==> src/rtl/muldiv_pkg.sv <==
// rtl/muldiv_pkg.sv - shared types and constants for the HI/LO multiply/divide unit
// Contents:
//   state_e     : sequencer states (IDLE, MUL, DIV, FIX)
//   op_e        : operation kind decoded from Mul/Div at start
//   DBZ_LO_BIT  : fill bit for LO on divide-by-zero, replicated to WIDTH at use
package muldiv_pkg;

  typedef enum logic [1:0] {
    IDLE = 2'd0,
    MUL  = 2'd1,
    DIV  = 2'd2,
    FIX  = 2'd3
  } state_e;

  typedef enum logic {
    OP_MUL = 1'b0,
    OP_DIV = 1'b1
  } op_e;

  localparam logic DBZ_LO_BIT = 1'b1;

endpackage

==> src/rtl/hilo_muldiv.sv <==
// rtl/hilo_muldiv.sv - iterative signed/unsigned multiply/divide unit owning HI/LO
// Ports:
//   clk, reset          : clock, synchronous active-low reset
//   start, Mul, Div     : launch an operation (accepted in IDLE only; Mul wins if both)
//   Unsigned            : operands unsigned when 1, two's complement when 0
//   WriteHi, WriteLo    : load hi/lo from op1 when idle and not starting
//   op1, op2            : rs / rt operands
//   busy, done          : operation in flight / one-cycle result-valid pulse
//   hi, lo              : HI/LO registers
module hilo_muldiv
  import muldiv_pkg::*;
#(
  parameter int WIDTH = 32
) (
  input  logic             clk,
  input  logic             reset,
  input  logic             start,
  input  logic             Mul,
  input  logic             Div,
  input  logic             Unsigned,
  input  logic             WriteHi,
  input  logic             WriteLo,
  input  logic [WIDTH-1:0] op1,
  input  logic [WIDTH-1:0] op2,
  output logic             busy,
  output logic             done,
  output logic [WIDTH-1:0] hi,
  output logic [WIDTH-1:0] lo
);

  localparam int CNT_W = $clog2(WIDTH) + 1;
  localparam logic [CNT_W-1:0] CNT_LAST = CNT_W'(WIDTH - 1);

  state_e             state_q;
  logic [CNT_W-1:0]   cnt_q;
  logic [WIDTH-1:0]   dvsr_q;   // multiplicand magnitude (MUL) or divisor magnitude (DIV)
  logic [2*WIDTH-1:0] acc_q;    // MUL: {partial, multiplier}; DIV: {remainder, dividend/quotient}
  logic               neg_q;    // product / quotient sign
  logic               rneg_q;   // remainder sign
  logic [WIDTH-1:0]   hi_q;
  logic [WIDTH-1:0]   lo_q;
  logic               done_q;

  op_e                op_sel;
  logic               sgn1;
  logic               sgn2;
  logic [WIDTH-1:0]   mag1;
  logic [WIDTH-1:0]   mag2;
  logic [WIDTH:0]     mul_sum;
  logic [WIDTH:0]     div_trial;
  logic [2*WIDTH-1:0] step_acc;
  logic [2*WIDTH-1:0] prod_fix;
  logic [WIDTH-1:0]   quo_fix;
  logic [WIDTH-1:0]   rem_fix;

  always_comb begin
    op_sel = Mul ? OP_MUL : OP_DIV;
    sgn1   = op1[WIDTH-1] & ~Unsigned;
    sgn2   = op2[WIDTH-1] & ~Unsigned;
    mag1   = sgn1 ? (WIDTH'(0) - op1) : op1;
    mag2   = sgn2 ? (WIDTH'(0) - op2) : op2;

    // Shift-add: add multiplicand into the upper half when the multiplier LSB is set,
    // keeping the carry so the right shift does not lose it.
    mul_sum   = {1'b0, acc_q[2*WIDTH-1:WIDTH]} + (acc_q[0] ? {1'b0, dvsr_q} : '0);
    // Restoring divide: trial-subtract from the remainder shifted left by one.
    div_trial = acc_q[2*WIDTH-1:WIDTH-1] - {1'b0, dvsr_q};

    if (state_q == DIV) begin
      step_acc = div_trial[WIDTH] ? {acc_q[2*WIDTH-2:0], 1'b0}
                                  : {div_trial[WIDTH-1:0], acc_q[WIDTH-2:0], 1'b1};
    end else begin
      step_acc = {mul_sum, acc_q[WIDTH-1:1]};
    end

    // Sign correction works on the final step's output so hi/lo already hold the
    // result during the FIX cycle, when done is high.
    prod_fix = neg_q  ? ((2*WIDTH)'(0) - step_acc) : step_acc;
    quo_fix  = neg_q  ? (WIDTH'(0) - step_acc[WIDTH-1:0]) : step_acc[WIDTH-1:0];
    rem_fix  = rneg_q ? (WIDTH'(0) - step_acc[2*WIDTH-1:WIDTH]) : step_acc[2*WIDTH-1:WIDTH];
  end

  always_ff @(posedge clk) begin
    if (!reset) begin
      state_q <= IDLE;
      cnt_q   <= '0;
      dvsr_q  <= '0;
      acc_q   <= '0;
      neg_q   <= 1'b0;
      rneg_q  <= 1'b0;
      hi_q    <= '0;
      lo_q    <= '0;
      done_q  <= 1'b0;
    end else begin
      done_q <= 1'b0;
      case (state_q)
        IDLE: begin
          if (start && (Mul || Div)) begin
            if (op_sel == OP_DIV && op2 == '0) begin
              hi_q   <= op1;
              lo_q   <= {WIDTH{DBZ_LO_BIT}};
              done_q <= 1'b1;
            end else begin
              cnt_q  <= '0;
              neg_q  <= sgn1 ^ sgn2;
              rneg_q <= sgn1;
              if (op_sel == OP_MUL) begin
                dvsr_q  <= mag1;
                acc_q   <= {{WIDTH{1'b0}}, mag2};
                state_q <= MUL;
              end else begin
                dvsr_q  <= mag2;
                acc_q   <= {{WIDTH{1'b0}}, mag1};
                state_q <= DIV;
              end
            end
          end else if (!start) begin
            if (WriteHi) hi_q <= op1;
            if (WriteLo) lo_q <= op1;
          end
        end
        MUL, DIV: begin
          acc_q <= step_acc;
          if (cnt_q == CNT_LAST) begin
            if (state_q == MUL) begin
              hi_q <= prod_fix[2*WIDTH-1:WIDTH];
              lo_q <= prod_fix[WIDTH-1:0];
            end else begin
              hi_q <= rem_fix;
              lo_q <= quo_fix;
            end
            done_q  <= 1'b1;
            state_q <= FIX;
          end else begin
            cnt_q <= cnt_q + 1'b1;
          end
        end
        FIX: begin
          cnt_q   <= '0;
          state_q <= IDLE;
        end
        default: state_q <= IDLE;
      endcase
    end
  end

  assign busy = (state_q != IDLE);
  assign done = done_q;
  assign hi   = hi_q;
  assign lo   = lo_q;

endmodule

==> config.mk <==
export PLATFORM = sky130hd
export DESIGN_NAME = hilo_muldiv
export DESIGN_NICKNAME = d
export VERILOG_FILES = /design/src/rtl/muldiv_pkg.sv /design/src/rtl/hilo_muldiv.sv
export SDC_FILE = /design/constraint.sdc
export NUM_CORES = 1
export LEC_CHECK = 0
export BUFFER_PORTS_ARGS = -buffer_cell sky130_fd_sc_hd__buf_2
export CAP_MARGIN = 25
export CORE_ASPECT_RATIO = 1.75
export CORE_UTILIZATION = 35
export DETAILED_ROUTE_END_ITERATION = 8
export PLACE_DENSITY = 0.54
export SETUP_SLACK_MARGIN = 0.5
export SLEW_MARGIN = 40
export SYNTH_ARGS = -nofsm -noshare
export SYNTH_HDL_FRONTEND = slang
export SYNTH_SLANG_ARGS = --single-unit
export TNS_END_PERCENT = 30
==> constraint.sdc <==
create_clock -name clk -period 5.4 [get_ports clk]
set_clock_uncertainty 0.1 [all_clocks]
set_input_delay 0.27 -clock clk [delete_from_list [all_inputs] [get_ports clk]]
set_output_delay 0.27 -clock clk [all_outputs]
set_load 0.02 [all_outputs]
==> results of run 1 <==
-- cells by family after synthesis --
family / synth area share
adder cells (fa/ha/maj): 0.06089
buffers and inverters: 0.05266
AO/OA/AOI/OAI: 0.2985
XOR/XNOR: 0.08781
AND/OR/NAND/NOR: 0.2412
flip-flops: 0.2186
multiplexers: 0.04035
-- synthesized netlist by cell type (14+ instances only) --
| library cell | count |
|---|---|
| nand2b_1 | 17 |
| xnor2_1 | 84 |
| nor2_1 | 305 |
| buf_2 | 14 |
| nor2b_1 | 17 |
| nand4_1 | 15 |
| inv_1 | 67 |
| nor4_1 | 17 |
| nor3_1 | 66 |
| a21o_1 | 38 |
| or2_2 | 14 |
| and3_1 | 19 |
| nand2_1 | 171 |
| o21a_1 | 22 |
| nand3_1 | 37 |
| dfxtp_1 | 171 |
| o31ai_1 | 18 |
| ha_1 | 73 |
| clkbuf_1 | 117 |
| xor2_1 | 73 |
| and2_1 | 47 |
| a31oi_1 | 25 |
| mux2i_1 | 53 |
| o21ai_0 | 106 |
| a22oi_1 | 22 |
| or3_1 | 21 |
| o211ai_1 | 45 |
| a21oi_1 | 228 |
| a211oi_1 | 88 |
-- layer usage --
layer	global-route usage	wire, µm
met4	0.2987	7746
met5	0	0
met1	0.3141	24860
met2	0.5650	36330
met3	0.03619	3162
-- what timing repair did --
| action | CTS | global route |
|---|---|---|
| gates resized for setup | 9 | 42 |
| gates cloned | 0 | 1 |
| setup buffers | 4 | 8 |
| pin swaps | 4 | 15 |
| setup endpoints to repair | 31 | 32 |
-- cell type report --
cell class	count	area, µm²
clock buffers	18	439.2
clock inverters	14	148.9
fillers	4754	25660
inverters	68	257.7
multi-input cells	1793	11720
flip-flops and latches	171	3423
well taps	572	715.7
repair buffers	274	1793
-- state kept, by name (all words and copies together) (netlist names) --
signal and cells:
done 1, state_q 2, hi 32, neg_q 1
cnt_q 6, dvsr_q 32, lo 32, rneg_q 1
acc_q 64
-- placed cells by master, fill, tap and decap left out, types with 21 or more instances in the layout --
cell      Yosys  routed
inv_1        67      67
o21a_1       22      21
ha_1         73      65
a21o_1       38      36
buf_2        14     137
dfxtp_1     171     171
and2_1       47      46
xor2_1       73      73
o211ai_1     45      45
nand3_1      37      36
o21ai_0     106     105
a31oi_1      25      21
buf_4         1     130
nor3_1       66      64
nand2_1     171     169
a211oi_1     88      85
nor2_1      305     303
a21oi_1     228     225
mux2i_1      53      53
xnor2_1      84      82
a22oi_1      22      22
-- power by group --
part / internal, mW / leakage (nW) / total (mW) / switching, mW
clock: 0.629 / 0.278 / 1.31 / 0.679
combinational: 2.38 / 5.93 / 6.74 / 4.36
sequential: 1.60 / 1.40 / 1.91 / 0.310
-- through the flow --
stage | setup slack (ps) | cell area [µm²] | instances | power [mW]
2_1_floorplan | 543.8 | 15660 | 2172 | 5.895
3_3_place_gp | 214.6 | 17520 | 2865 | 8.177
5_1_grt | 450.8 | 18500 | 2910 | 10.51
3_5_place_dp | 62.73 | 17530 | 2865 | 8.205
4_1_cts | 444.5 | 18180 | 2901 | 9.605
6_report | 649.1 | 18500 | 2910 | 9.953
-- worst max-delay path: stages (launching register included) --
cell and delay (ps):
dfxtp_1 390, inv_1 60, ha_1 370, a21oi_1 130, o211ai_1 520, a221oi_2 110
buf_4 180, or2_4 260, a211oi_4 340, buf_12 220, nand2_1 60, a22oi_1 580
buf_4 250, nor3_1 60, a31oi_1 440, o41ai_2 130, buf_4 190, xor2_1 130
o211ai_1 160
-- final timing paths --
| check | end | cells after the start | from |
|---|---|---|---|
| setup / recovery | hi[29] | 18 | dvsr_q[9] |
| hold / removal | hi[26] | 3 | op1[26] |
| setup reg to reg | hi[29] | 18 | dvsr_q[9] |
| hold reg to reg | lo[11] | 2 | lo[11] |
==> out/metrics.cfg, run 1 <==
[outcome]
status = finished clean

[worst_setup_path]
worstPathMaxFanout = 14
worstPathRequired_ps = 5700
path_class = reg -> reg
rrSetupSlack_ps = 650
endpoint_kind = flop
cp.arrival_ps = 5050
worst_setup_path_start_kind = flop

[global_route]
grt_start_max_net_pins = 75
grt_pass1_vias = 17130
grt_pass1_wl_um = 106400
grt_antenna_before_repair = 0
grt_overflow = 0
grt_usage = 0.3152

[sta]
relSlewSlack = 0.3348
tns_ps = 0
slew_violations = 0
fin_crit_ps = 4751
worst_pin_slew_ps = 972.6
rsz0062_at_grt = yes
whs_ps = 102.0
setup_violations = 0
hold_viol = 0
min_period_over_period = 0.8798
timing.fmax_mhz = 210.5

[drt]
route.detailed.wl_per_inst_um = 24.78
vias = 17340
avgViaCountPerCell = 5.958
ant_nets = 0
drc = 0
routed_wl_um = 72110
drt_iter0_drc = 1327
drt-pass1-iter-count = 5

[cts]
cts_buffer_depth = 2
cts_tree = yes
root_buffer = clkbuf_16
holdBufCountCts = 0
cts_htree_levels = 4
cts_made_buffers = 17
clock_sinks = 171
clk_pin_slew_ps = 80
clock_latency_ps = 480

[floorplanning]
dieWidth_um = 161.9
ios = 138
fp.dieArea_um2 = 45620
initial_utilization = 0.3546
core.rowCount = 102
core_area_um2 = 44160
die_height_um = 281.8

[finish]
final_util = 0.4189
finalNetCount = 2472
diodes = 0
drive_gt1_frac = 0.1745
area.growth.synth_to_final_pct = 18.14

[logic_synthesis]
synth_cell_types = 93
yosysTopAreaCell = dfxtp_1
syn_area_per_cell_um2 = 7.209
synth_nets = 2319
netlist.area_leader.share = 0.2186
ys_ff_latch = 171
ys_warn_count = 0
syn_area_um2 = 15660
synth.area.top_cells = dfxtp_1, nor2_1, a21oi_1, ha_1, xnor2_1
syn-instance-count = 2172
ys.flop_type = dfxtp_1
synth_edf_count = 0
synth-seq-area-share = 0.2186
synthArstFlopShare = 0

[pwr]
ir_drop_mv = 0.4183
p_leak_nw = 7.610
power.density_nw_per_um2 = 538.0

[placed_design]
place_hpwl_um = 55740
gp_congestion = 0.9616
portBuffers = 137

[hold_path]
hp-class = in -> reg

[run]
max_cap_viol_count = 0

(Power assumes the default switching activity.)
==> run 2: changes to the inputs <==
- SLEW_MARGIN: 40 -> 10
- clock period: 5.4 -> 4.6 ns (I/O delays scaled with it)
==> out/metrics.cfg, run 2 (synthesis gave the netlist of run 1 again) <==
[outcome]
status = finished clean

[cts]
root_buffer = clkbuf_16
cts_buffer_depth = 2  ; unchanged
clock_sinks = 171  ; unchanged
cts_made_buffers = 17  ; unchanged
clock_latency_ps = 480  ; about the same
cts_htree_levels = 4  ; unchanged
cts_tree = yes
clk_pin_slew_ps = 80  ; about the same

[floorplanning]
die_height_um = 281.8  ; unchanged
fp.dieArea_um2 = 45620  ; unchanged
initial_utilization = 0.3546  ; unchanged
ios = 138  ; unchanged
core.rowCount = 102  ; unchanged
dieWidth_um = 161.9  ; unchanged
core_area_um2 = 44160  ; unchanged

[finish]
drive_gt1_frac = 0.2804  ; +0.1059
ff_latch_area_um2 = 3432  ; +0.26%
final_util = 0.4766  ; +0.05769
mostFrequentLayoutCell = buf_4
finalNetCount = 2727  ; +10%
fillCellCount = 4546  ; -4.4%
layout_common_cells = buf_4, nor2_1, a21oi_1
largest_reg_flops = 64  ; unchanged
multi_input_area_um2 = 12230  ; +4.3%
area.growth.synth_to_final_pct = 34.41
largest_register = acc_q
diodes = 0  ; unchanged

[drt]
routed_wl_um = 78430  ; +8.8%
drt-pass1-iter-count = 6  ; +1
ant_nets = 0  ; unchanged
drt_iter0_drc = 1186  ; -11%
drc = 0  ; unchanged
avgViaCountPerCell = 5.911  ; -0.79%
route.detailed.wl_per_inst_um = 24.78  ; about the same
vias = 18710  ; +7.9%

[worst_setup_path]
crit_path_cell_trace = inv_2, ha_4, inv_2, fa_2, a211oi_4, o211ai_1, a221oi_2, buf_4, or2_4, a211oi_4, buf_4, buf_8, or3_4, o311a_4, or3_4, nor4b_4, buf_4, a41oi_2, xnor2_1, o31a_1
crit_family = compound AO/OA/AOI/OAI gates
timing.critical_path.mode_cell = buf_4
worst_setup_path_start_kind = flop
worstPathMaxFanout = 5  ; -9
path_class = reg -> reg
cp.arrival_ps = 4760  ; -290 ps
endpoint_kind = flop
worstPathRequired_ps = 4870  ; -830 ps
critical_path.slowest_cell = or3_4
slowest_delay_ps = 430  ; -150 ps
rrSetupSlack_ps = 110  ; -540 ps
path_buf_inv = 6  ; +1

[pwr]
p_leak_nw = 9.049  ; +19%
power.density_nw_per_um2 = 645.9  ; +20%
ir_drop_mv = 0.6187  ; +48%

[sta]
min_period_over_period = 0.9768  ; +0.09699
fin_crit_ps = 4493  ; -257.7 ps
setup_violations = 0  ; unchanged
hold_viol = 0  ; unchanged
rsz0062_at_grt = yes
slew_violations = 0  ; unchanged
worst_pin_slew_ps = 976.3  ; +3.705 ps
timing.fmax_mhz = 222.6  ; +5.7%
whs_ps = 40.22  ; -61.79 ps
relSlewSlack = 0.3478  ; +0.01296

[placed_design]
portBuffers = 137  ; unchanged
gp_congestion = 1.028  ; +6.9%
place_hpwl_um = 61410  ; +10%

[hold_path]
hp-class = in -> reg

[run]
max_cap_viol_count = 0  ; unchanged

[global_route]
grt_start_max_net_pins = 75  ; unchanged
grt_antenna_before_repair = 1  ; +1
grt_pass1_vias = 18710  ; +9.2%
grt_pass1_wl_um = 115000  ; +8.0%
grt_usage = 0.3421  ; +0.02686
grt_overflow = 0  ; unchanged

-- run 2: cell count changes in the layout (fill, tap and decap cells not counted), moves of 7 or more --
cell,change
o21ai_0,-13
buf_4,+239
a21oi_1,-8
buf_6,+7
o21ai_1,+8
a21oi_2,+8
-- run 2: worst min-delay path, cell delays in order --
cell,delay [ps]
buf_2,150
nand4_1,100
o211ai_1,80
-- run 2: repair_timing --
item,in CTS,in global routing
gates cloned,0,0
pin swaps,54,49
setup buffers,25,20
hold buffers,0,0
setup endpoints to repair,60,74
resized for setup,102,56
-- run 2: layout make-up --
| cell class | count | share of cell area |
|---|---|---|
| Timing Repair Buffer | 529 | 0.1811 |
| Sequential cell | 171 | 0.1631 |
| Multi-Input combinational cell | 1793 | 0.5809 |
| Tap cell | 572 | 0.03401 |
| Clock buffer | 18 | 0.02039 |
| Inverter | 68 | 0.01225 |
| Clock inverter | 14 | 0.008323 |
-- run 2: worst paths after layout --
check / start / end / cells after the start
hold reg to reg: acc_q[28] / acc_q[28] / 2
setup reg to reg: acc_q[31] / hi[23] / 20
hold / removal: op1[29] / hi[29] / 3
setup / recovery: acc_q[31] / hi[23] / 20
-- run 2: metal layers --
metal	routed length, µm	global-route usage
met1	26070	0.3226
met2	39710	0.6168
met3	3712	0.04663
met4	8914	0.3529
met5	13	0
-- run 2: report_power, final --
group / switching, mW / internal [mW] / total [mW]
logic: 5.82 / 3.99 / 9.81
registers: 0.358 / 1.88 / 2.24
clock network: 0.808 / 0.738 / 1.55
total: 6.99 / 6.61 / 13.6
-- run 2: metrics by stage --
step / instances / TNS [ps] / total power [mW] / setup WS, ps / cell area (µm²)
finish: 3165 / 0 / 13.59 / 106.8 / 21050
global route: 3165 / -17.77 / 14.26 / -11.60 / 21050
CTS: 3144 / 0 / 12.96 / 185.9 / 20630
detailed placement: 3087 / -4207 / 10.78 / -351.6 / 19330
global placement: 3087 / -5347 / 10.75 / -403.9 / 19330
floorplan: 2172 / 0 / 7.029 / 217.8 / 15760
==> run 3: changes to the inputs <==
- ABC_AREA: unset -> 1
- PLACE_DENSITY: 0.54 -> 0.53
==> out/metrics.cfg, run 3 <==
[finish]
fillCellCount = 5735  ; +26%
layout_common_cells = nand2_1, inv_1, nor2_1
largest_reg_flops = 64  ; unchanged
diodes = 0  ; unchanged
area.growth.synth_to_final_pct = 16.58
largest_register = acc_q
drive_gt1_frac = 0.1479  ; -0.1325
finalNetCount = 3394  ; +24%
mostFrequentLayoutCell = nand2_1

[hold_path]
hp-class = in -> reg

[logic_synthesis]
ys.flop_type = dfxtp_1
netlist.area_leader.share = 0.1937  ; -0.02489
synth-seq-area-share = 0.1937  ; -0.02489
yosysTopAreaCell = dfxtp_1
synth_top_family_by_area = simple AND/OR/NAND/NOR gates
synth_cell_types = 60  ; -35%
synth_common_cells = nand2_1, inv_1, nor2_1
synth_edf_count = 0  ; unchanged
synth-adder-area-share = 0.05395  ; -0.006932
synth_simple_gate_area_frac = 0.3799  ; +0.1387
synth_mux_area_frac = 0.001699  ; -0.03865
synth_nets = 3263  ; +41%
synth_compound_area_frac = 0.2057  ; -0.09283
synth.area.top_cells = dfxtp_1, nand2_1, inv_1, o21ai_0, a21oi_1
syn-instance-count = 3116  ; +43%
synth_xor_area_frac = 0.03767  ; -0.05015
syn_area_um2 = 17670  ; +13%
syn_area_per_cell_um2 = 5.671  ; -21%
synthArstFlopShare = 0  ; unchanged
ys_ff_latch = 171  ; unchanged
ys_warn_count = 0  ; unchanged
synth_most_common_cell = nand2_1

[sta]
min_period_over_period = 0.8659  ; -0.1109
worst_pin_slew_ps = 1073  ; +96.91 ps
relSlewSlack = 0.2794  ; -0.06841
whs_ps = 23.91  ; -16.32 ps
timing.fmax_mhz = 251.1  ; +13%
slew_violations = 0  ; unchanged
hold_viol = 0  ; unchanged
fin_crit_ps = 3983  ; -510.2 ps
rsz0062_at_grt = yes
setup_violations = 0  ; unchanged
tns_ps = 0  ; unchanged

[worst_setup_path]
cp.arrival_ps = 4240  ; -520 ps
path_class = reg -> reg
worstPathRequired_ps = 4860  ; about the same
critical_path.slowest_cell = fa_2
timing.critical_path.mode_cell = nand2_1
endpoint_kind = flop
slowest_delay_ps = 360  ; -70 ps
worstPathMaxFanout = 21  ; +16
worst_setup_path_start_kind = flop

[floorplanning]
die_height_um = 299.2  ; +6.2%
initial_utilization = 0.3553  ; +0.0007363
dieWidth_um = 171.9  ; +6.2%
core_area_um2 = 49730  ; +13%
core.rowCount = 108  ; +5.9%
ios = 138  ; unchanged
fp.dieArea_um2 = 51430  ; +13%

[cts]
clock_sinks = 171  ; unchanged
cts_buffer_depth = 2  ; unchanged
cts_tree = yes
cts_htree_levels = 4  ; unchanged
clock_latency_ps = 480  ; about the same
cts_made_buffers = 17  ; unchanged
clk_pin_slew_ps = 90  ; about the same
root_buffer = clkbuf_16

[global_route]
grt_antenna_before_repair = 0  ; -1
grt_pass1_vias = 21090  ; +13%
grt_overflow = 0  ; unchanged
grt_pass1_wl_um = 137600  ; +20%
grt_usage = 0.3770  ; +0.03489
grt_start_max_net_pins = 87  ; +16%

[drt]
vias = 21570  ; +15%
drt-pass1-iter-count = 8  ; +2
drt_iter0_drc = 1655  ; +40%
drt-met1-wl_um = 31560  ; +21%
met2_length_um = 48710  ; +23%
dr.max_layer_used = met4
drc = 0  ; unchanged
dr_wl_met3_um = 4538  ; +22%
avgViaCountPerCell = 5.502  ; -6.9%
route.detailed.wl_per_inst_um = 24.70  ; -0.32%
routed_wl_um = 96820  ; +23%
ant_nets = 0  ; unchanged

[run]
max_cap_viol_count = 0  ; unchanged

[pwr]
ir_drop_mv = 1.100  ; +78%
power.density_nw_per_um2 = 638.9  ; -1.1%
p_leak_nw = 10.30  ; +14%

[placed_design]
portBuffers = 137  ; unchanged
gp_congestion = 1.031  ; +0.26%
place_hpwl_um = 78460  ; +28%

[outcome]
status = finished clean

==> run 3: cell count changes after synthesis, moves of 23 or more <==
cell / delta
and2_1: -45
a211oi_1: -75
xnor2_1: -68
nand3_1: +152
clkbuf_1: -23
o21ai_0: +163
nand2_1: +698
nand4_1: +26
nand2_2: +25
mux2i_1: -50
inv_1: +366
a21o_1: -35
==> run 3: cell type report <==
type                       count  area, µm²  area share
tap                          660      825.8     0.04009
sequential                   171       3450      0.1674
multi-input combinational   2368      12550      0.6091
inverter                     453       1709     0.08296
clock buffer                  18      429.2     0.02083
clock inverter                14      172.7    0.008381
timing repair buffer         236       1466     0.07118
==> run 3: stage by stage <==
stage | power [mW] | std cells | area, µm² | worst slack [ps] | util
2_1_floorplan | 7.859 | 3116 | 17670 | 704.4 | -
3_3_place_gp | 11.00 | 3864 | 19250 | 196.3 | 0.3872
3_5_place_dp | 10.98 | 3865 | 19260 | 157.3 | 0.3873
4_1_cts | 12.78 | 3905 | 20160 | 495.1 | 0.4053
5_1_grt | 13.98 | 3920 | 20600 | 428.5 | 0.4143
6_report | 13.16 | 3920 | 20600 | 617.0 | 0.4143
==> run 3: repair_timing <==
item | CTS | global route
resized for setup | 49 | 86
hold buffers | 1 | 0
hold endpoints to repair | 2 | 0
setup endpoints to repair | 32 | 34
pin swaps | 11 | 25
cloned | 0 | 1
buffers inserted | 7 | 14
==> run 3: report_power, final <==
part / total (mW) / internal, mW / switching (mW)
Clock: 1.60 / 0.740 / 0.855
Combinational: 9.29 / 2.65 / 6.65
Sequential: 2.27 / 1.95 / 0.321
Total: 13.2 / 5.34 / 7.82
==> run 3: worst paths after layout <==
kind | startpoint | end | slack (ps) | cells after the start
setup / recovery | acc_q[31] | hi[31] | 620 | 30
hold / removal | op1[27] | lo[27] | 20 | 3
hold reg to reg | hi[7] | hi[7] | 370 | 2
setup reg to reg | acc_q[31] | hi[31] | 620 | 30
==> run 3: worst max-delay path, delay by kind of cell, from the launching register on <==
kind            cells  cell delay (ps)
simple gates       23             2360
buf+inv             4              500
compound gates      1               60
flops               1              340
fa+ha+maj           2              520
==> run 3: cells by family after synthesis <==
group	after synthesis
simple gates	1557
compound gates	657
buf+inv	577
flops	171
xor+xnor	76
fa+ha+maj	75
mux	3
==> run 3: routing by layer <==
layer,track usage,up-vias
li1,-,10380
met4,0.3919,0
met3,0.05308,371
met5,0,-
met2,0.6754,827
met1,0.3507,9988
